[config.mk]
export PLATFORM = sky130hd
export DESIGN_NAME = nibble_tx_module
export DESIGN_NICKNAME = d
export VERILOG_FILES = /design/src/rtl/nibble_tx_module.sv
export SDC_FILE = /design/constraint.sdc
export NUM_CORES = 1
export LEC_CHECK = 0
export BUFFER_PORTS_ARGS = -buffer_cell sky130_fd_sc_hd__buf_2
export CAP_MARGIN = 25
export CORE_ASPECT_RATIO = 0.5
export CORE_UTILIZATION = 50
export CTS_CLUSTER_SIZE = 12
export DETAILED_ROUTE_END_ITERATION = 16
export PLACE_DENSITY_LB_ADDON = 0.1
export SLEW_MARGIN = 40
export SYNTH_ARGS = -nofsm -noshare
export SYNTH_HDL_FRONTEND = slang
export SYNTH_SLANG_ARGS = --single-unit
export TNS_END_PERCENT = 10
[constraint.sdc]
create_clock -name CLK -period 3.41 [get_ports CLK]
set_clock_uncertainty 0.1 [all_clocks]
set_input_delay 0.341 -clock CLK [delete_from_list [all_inputs] [get_ports CLK]]
set_output_delay 0.341 -clock CLK [all_outputs]
set_load 0.05 [all_outputs]
[src/rtl/nibble_tx_module.sv]
// Nibble transmitter: DEPTH-entry FIFO drained by an IDLE/SEND/HOLD FSM with GAP idle cycles per word.
// Optional macro NIBBLE_TX_PARITY_EN adds the registered even-parity output Dout_Par.
module nibble_tx_module #(
  parameter int DEPTH = 4,
  parameter int GAP   = 2
) (
  input  logic       CLK,
  input  logic       RST,
  input  logic       In_Valid,
  input  logic [3:0] In_Data,
  output logic       In_Ready,
  output logic [3:0] Dout,
  output logic       Dout_Strobe,
  output logic       Busy
`ifdef NIBBLE_TX_PARITY_EN
  ,
  output logic       Dout_Par
`endif
);

  localparam int            AW    = $clog2(DEPTH);
  localparam int            CW    = AW + 1;
  localparam logic [CW-1:0] FULL  = CW'(DEPTH);
  localparam logic [3:0]    GAP_L = 4'(GAP);

  typedef enum logic [1:0] {IDLE, SEND, HOLD} state_t;

  state_t        state_q, state_d;
  logic [3:0]    mem_q [DEPTH];
  logic [AW-1:0] wr_ptr_q, wr_ptr_d;
  logic [AW-1:0] rd_ptr_q, rd_ptr_d;
  logic [CW-1:0] count_q, count_d;
  logic [3:0]    gap_q, gap_d;
  logic [3:0]    dout_q, dout_d;
  logic          strobe_q, strobe_d;
  logic          push, pop;

  assign In_Ready    = (count_q != FULL);
  assign push        = In_Valid & In_Ready;
  assign Busy        = (count_q != '0) | (state_q != IDLE);
  assign Dout        = dout_q;
  assign Dout_Strobe = strobe_q;

  always_comb begin
    state_d  = state_q;
    gap_d    = gap_q;
    dout_d   = dout_q;
    strobe_d = 1'b0;
    pop      = 1'b0;
    case (state_q)
      IDLE: begin
        if (count_q != '0) pop = 1'b1;
      end
      SEND: begin
        if (GAP_L != 4'd0) begin
          state_d = HOLD;
          gap_d   = GAP_L;
        end else if (count_q != '0) begin
          pop = 1'b1;
        end else begin
          state_d = IDLE;
        end
      end
      HOLD: begin
        gap_d = gap_q - 4'd1;
        // The last hold cycle doubles as the IDLE decision, keeping spacing at GAP+1.
        if (gap_q == 4'd1) begin
          if (count_q != '0) pop = 1'b1;
          else               state_d = IDLE;
        end
      end
      default: state_d = IDLE;
    endcase
    if (pop) begin
      state_d  = SEND;
      dout_d   = mem_q[rd_ptr_q];
      strobe_d = 1'b1;
    end
  end

  always_comb begin
    wr_ptr_d = push ? wr_ptr_q + AW'(1) : wr_ptr_q;
    rd_ptr_d = pop  ? rd_ptr_q + AW'(1) : rd_ptr_q;
    count_d  = count_q;
    case ({push, pop})
      2'b10:   count_d = count_q + CW'(1);
      2'b01:   count_d = count_q - CW'(1);
      default: count_d = count_q;
    endcase
  end

  always_ff @(posedge CLK) begin
    if (RST) begin
      state_q  <= IDLE;
      wr_ptr_q <= '0;
      rd_ptr_q <= '0;
      count_q  <= '0;
      gap_q    <= '0;
      dout_q   <= '0;
      strobe_q <= 1'b0;
    end else begin
      state_q  <= state_d;
      wr_ptr_q <= wr_ptr_d;
      rd_ptr_q <= rd_ptr_d;
      count_q  <= count_d;
      gap_q    <= gap_d;
      dout_q   <= dout_d;
      strobe_q <= strobe_d;
    end
  end

  // Storage is not reset; count and pointers alone define which entries are valid.
  always_ff @(posedge CLK) begin
    if (push) mem_q[wr_ptr_q] <= In_Data;
  end

`ifdef NIBBLE_TX_PARITY_EN
  logic par_q;

  always_ff @(posedge CLK) begin
    if (RST) par_q <= 1'b0;
    else     par_q <= ^dout_d;
  end

  assign Dout_Par = par_q;
`endif

endmodule

=== After elaboration in Yosys (flattened, before gate mapping) ===
Memory sizes are Yosys's and may differ from the RTL's. A register that Yosys moved wholly into a read port is not among the register bits.
Cells that the tools add are included.

* Output and inout port bits: 7
* Bits in writable memories: 16
* Flip-flop bits (word level): 14
* Input port bits: 7
* Bits in latches: 0
* Memories: 1
* Word-level logic and storage cells: 47
* Memory bits (read-only): 0

{| class="wikitable"
|+ Memories
! name !! words !! width !! read ports !! clocked after memory_dff !! wr ports !! line !! source
|-
| mem_q || 4 || 4 || 1 || 1 || 1 || 29 || <nowiki>logic [3:0] mem_q [DEPTH];</nowiki>
|}

* Bitwise logic cells: 3
* $lt $le $gt $ge: 0
* Add/sub/neg operators: 5
* Eq/ne operators: 11
* Div/mod/pow operators: 0
* Multipliers: 0
* Shifts and indexed selects: 0
* Multiplexer cells: 12
* Reduce and logical (&&, ||, !) cells: 8

{| class="wikitable"
|+ Operators with widths
! cell !! number
|-
| 3-bit inequality test, second input constant || 3
|-
| 4-bit one-hot mux with 2 select lines || 1
|-
| 1-bit 2-to-1 mux || 6
|-
| 2-bit inequality test, second input constant || 3
|-
| 2-bit one-hot mux with 3 select lines || 1
|-
| 3-bit one-hot mux with 2 select lines || 1
|-
| 3-bit AND reduction || 2
|-
| 2-bit nonzero test || 3
|-
| 2-bit by 1-bit adder with 2-bit output, second input constant || 2
|-
| 2-bit by 1-bit equality test with 1-bit output, second input constant || 2
|-
| 2-bit equality test, second input constant || 2
|-
| 4-bit by 1-bit equality test with 1-bit output, second input constant || 1
|-
| 2-bit 2-to-1 mux || 2
|-
| 4-bit by 1-bit subtractor with 4-bit output, second input constant || 1
|-
| 3-bit by 1-bit adder with 3-bit output, second input constant || 1
|-
| 3-bit nonzero test || 1
|-
| 3-bit by 1-bit subtractor with 3-bit output, second input constant || 1
|-
| 2-bit zero test || 1
|-
| 1-bit one-hot mux with 2 select lines || 1
|-
| 2-bit OR reduction || 1
|-
| 1-bit bitwise AND || 1
|-
| 1-bit NOT || 1
|-
| 1-bit bitwise OR || 1
|}

=== Depth between registers and ports, before layout ===
* Depth after elaboration: 6
* Depth in mapped cells: 12
* Depth with buffers taken out: 11

=== Worst setup path after synthesis ===
OpenSTA, ideal clock, no wires.

* Kind: register -> register
* From: register count_q[2]
* To: register count_q[2]
* Required time: 3.239 ns
* Period minus slack after synthesis: 2.513 ns
* Data arrival time: 2.342 ns
* Setup slack: 0.897 ns
* Stages on the path, launching flop included: 10
* Path buffers: 0
* Cell sequence: dfxtp_1 > or3b_4 > and2_4 > clkinv_4 > ha_1 > inv_1 > fa_1 > xor2_1 > or3_2 > a21oi_1

* Elaborated cells on any way between the ends: 12
* Classes of those cells: add/sub (2); eq/ne (3); mux (4); bitwise (1); reduce/logical (2)

{| class="wikitable"
|+ RTL lines
! item !! line !! source
|-
| start: declaration || 32 || <nowiki>logic [CW-1:0] count_q, count_d;</nowiki>
|-
| start signal: assignment || 105 || <nowiki>count_q <= count_d;</nowiki>
|-
| 3-bit inequality test (*) || 38 || <nowiki>assign In_Ready = (count_q != FULL);</nowiki>
|-
| net In_Ready || 11 || <nowiki>output logic In_Ready,</nowiki>
|-
| 1-bit bitwise AND (*) || 39 || <nowiki>assign push = In_Valid & In_Ready;</nowiki>
|-
| 2-bit by 1-bit equality test with 1-bit output or 2-bit equality test (tied branches) || 85 || <nowiki>case ({push, pop})</nowiki>
|-
| 3-bit one-hot mux with 2 select lines or 2-bit nonzero test (tied branches) || - ||
|}

Mark *: on every way through the listed nets, which the timed path passes. The rest lies on a longest branch.
A chain may end at the register's enable or synchronous reset.

=== Final worst setup path ===
* From: register state_q[0]
* To: register count_q[2]

* Cells in the longest elaborated chain, start to end: 4
* Elaborated cells on any way between the ends: 7
* Classes of those cells: eq/ne (3); mux (2); reduce/logical (2)

{| class="wikitable"
|+ Ends and longest elaborated chain
! item !! line !! source
|-
| start: declaration || 28 || <nowiki>state_t state_q, state_d;</nowiki>
|-
| start signal: assignment || 102 || <nowiki>state_q <= state_d;</nowiki>
|-
| 2-bit equality test or 2-bit zero test (tied branches) || 50 || <nowiki>case (state_q)</nowiki>
|-
| 1-bit one-hot mux with 2 select lines (*) || 50 ||
|-
| net pop || 36 || <nowiki>logic push, pop;</nowiki>
|-
| 2-bit by 1-bit equality test with 1-bit output or 2-bit equality test (tied branches) || 85 ||
|-
| 3-bit one-hot mux with 2 select lines or 2-bit nonzero test (tied branches) || - ||
|}

Marked as above.

==> run metrics <==
status=completed; R2R Path End=count_q[2]; Sw Ratio=0.391; relative slew slack=0.764; vias in the first global route=825; postcts setup bufs=0; Final setup viols=0; register area share after synthesis=0.542; first-pass GRT wire length=~3800 µm; PortBufs=13; HP Class=in2reg; Post-synth ARST share=0; gr ovfl total=0; routability cong.=0.776; maxcap violations=0; Post-synth top flop=dfxtp_1; TritonCTS buffer count=5; WL per Instance=13.2 µm; clock group share of total power=0.190; Post-synth top cells=18 x dfxtp_1, 16 x edfxtp_1, 16 x nor2_1, 12 x inv_1, 10 x ha_1; Netlist cell types=36; initial core utilization=0.561; post-synthesis cell count=~130; yosys warns=0; f_max=0.364 GHz; drt initial violations=34; die width=between 80 and 90 µm; ANT cells=0; initial antenna violation count=0; endpoint type of the worst setup path=flip-flop; clock sinks=34; crit-path most repeated cell=inv_1; H-Tree Depth=2; Vias=around 920; Max IR drop VDD=0.354 mV; Die Y=41.4 µm; hold depth=1; Clock Latency Late Sink=0.29 ns; RSZ-0062 raised after global routing=no; Leak=about 0.69 nW; Via density=between 4 and 5; pwr/cell area=857 nW/µm²; Top-Level Pins=14; Psw=0.579 mW; Reg2Reg Depth=12; Critical Path Fanout Max=9; total power=1.48 mW; drt pass-1 iters=4; setup slack, reg-to-reg=0.66 ns; fin crit period=2.75 ns; core area=2770 µm²; top cell type's share of synthesized area=0.310; CP max stage cell=or3_2; Core Rows=13; Gate power share=0.420; clk slew on worst S/H paths=0.07 ns; Synth Cell Area=between 1500 and 2000 µm²; fin crit share=0.806; P_int=0.902 mW; Nets=around 160; Post-CTS Hold Fix Bufs=0; critical path's top delay family=adder cells; top-count cell post-synth=dfxtp_1; Yosys reg bits=34; Final Hold Fails=0; Slew Limit Fails=0; crit path launch type=flip-flop; Critical Path, Cell by Cell=inv_1, ha_1, and4bb_1, o21bai_2, buf_4, inv_1, ha_1, inv_1, fa_1, xor2_1, or3_2, a21oi_1; Worst EP arrival=2.87 ns; critical path class=reg2reg; DRC errors left=0; Fill cells=226; Area growth, synth to finish=11.4%; top cells by area, synth=edfxtp_1 31%, dfxtp_1 23%, ha_1 8.1%; clk root buf=clkbuf_8; Post-Syn Nets=147; layout cell share with drive strength beyond 1=0.252; hold_sp=In_Data[2]; syn avg cell area=12.0 µm²; EDFF count, synth=16; hold endpoint=mem_q[2][2]; slowest stage delay, CP=0.42 ns; area leader, netlist=edfxtp_1; CTS tree=yes; Final ANT Viol Nets=0; Fin Setup TNS=0 ns; Clock Tree Buf Depth=2; Total Routing Usage GR=0.173; post-cts resize count=0; measured slew at the worst slew-check pin=roughly 0.35 ns; HPWL reported at the end of detailed placement=1710 µm; sequential power share=0.390; Post-Route WL=about 2400 µm; die area=3340 µm²; Buf+Inv Stages, Crit Path=4; worst r2r src=state_q[0]; maximum number of pins on one net before global-route repair=20; Crit path required time=3.53 ns
## metrics by stage
step                      utilization  setup slack (ns)  instance area (µm²)  hold slack [ns]  cells
after floorplan                     -             0.897                 1550            0.340    129
after global placement          0.595             0.781                 1650            0.370    176
after detailed placement        0.595             0.701                 1650            0.372    176
after CTS                       0.625             0.661                 1730            0.161    184
after global routing            0.625             0.551                 1730            0.159    184
final                           0.625             0.663                 1730            0.168    184
## power by group through the flow
stage | clock, mW | sequential, mW | combinational (mW)
after floorplan | 0 | 0.641 | 0.459
after global placement | 0 | 0.586 | 0.613
after detailed placement | 0 | 0.589 | 0.619
after CTS | 0.291 | 0.580 | 0.626
after global routing | 0.305 | 0.592 | 0.674
final | 0.282 | 0.577 | 0.622
## flip-flops by register name, indices dropped and copies added, names as in the netlist
name	cells
mem_q	16
gap_q	4
Dout_Strobe	1
state_q	2
rd_ptr_q	2
wr_ptr_q	2
count_q	3
Dout	4
## layout by cell type (no fill, tap or decap), types with 2 or more instances in the layout
master     n
xor2_1     2
clkbuf_8   5
o21ai_0    4
a21oi_1    7
mux2i_1    5
and3_2     4
mux4_2     4
nor3_1     3
dfxtp_1   18
nand3_1    2
inv_1     12
edfxtp_1  16
ha_1      10
nand2_1    3
xnor2_1    2
buf_2     13
nor2_1    16
## cells by family after synthesis
family	synth area share
DFF	0.542
AOI/OAI and AO/OA	0.0540
and+or+nand+nor	0.138
muxes	0.100
adders and majority gates	0.0935
xor gates and xnor gates	0.0226
buffers and inverters	0.0500
## routing by layer
metal  up-vias  GRT usage  share of wire
met5         -          0              0
met4         0     0.0670          0.014
met3         5     0.0783          0.038
met2        10      0.265           0.42
met1       427      0.219           0.53
li1        476          -              -
## layout make-up
type / count / area [µm²] / share of cell area
Clock buffer: 6 / 72.6 / 0.0420
Clock inverter: 2 / 8.76 / 0.00507
Inverter: 13 / 53.8 / 0.0311
Multi-Input combinational cell: 78 / 633 / 0.366
Sequential cell: 34 / 841 / 0.487
Tap cell: 37 / 46.3 / 0.0268
Timing Repair Buffer: 14 / 72.6 / 0.0420
## worst max-delay path by stage
stage                     from    endpoint  depth (start not counted)  slack [ns]
finish              state_q[0]  count_q[2]                         12        0.66
global route        state_q[0]  count_q[2]                         12        0.55
CTS                 state_q[0]  count_q[2]                         12        0.66
detailed placement  state_q[0]  count_q[2]                         12        0.70
global placement    state_q[0]  count_q[2]                         12        0.78
floorplan           count_q[2]  count_q[2]                          9        0.90
Power figures use the tool's default switching activity.
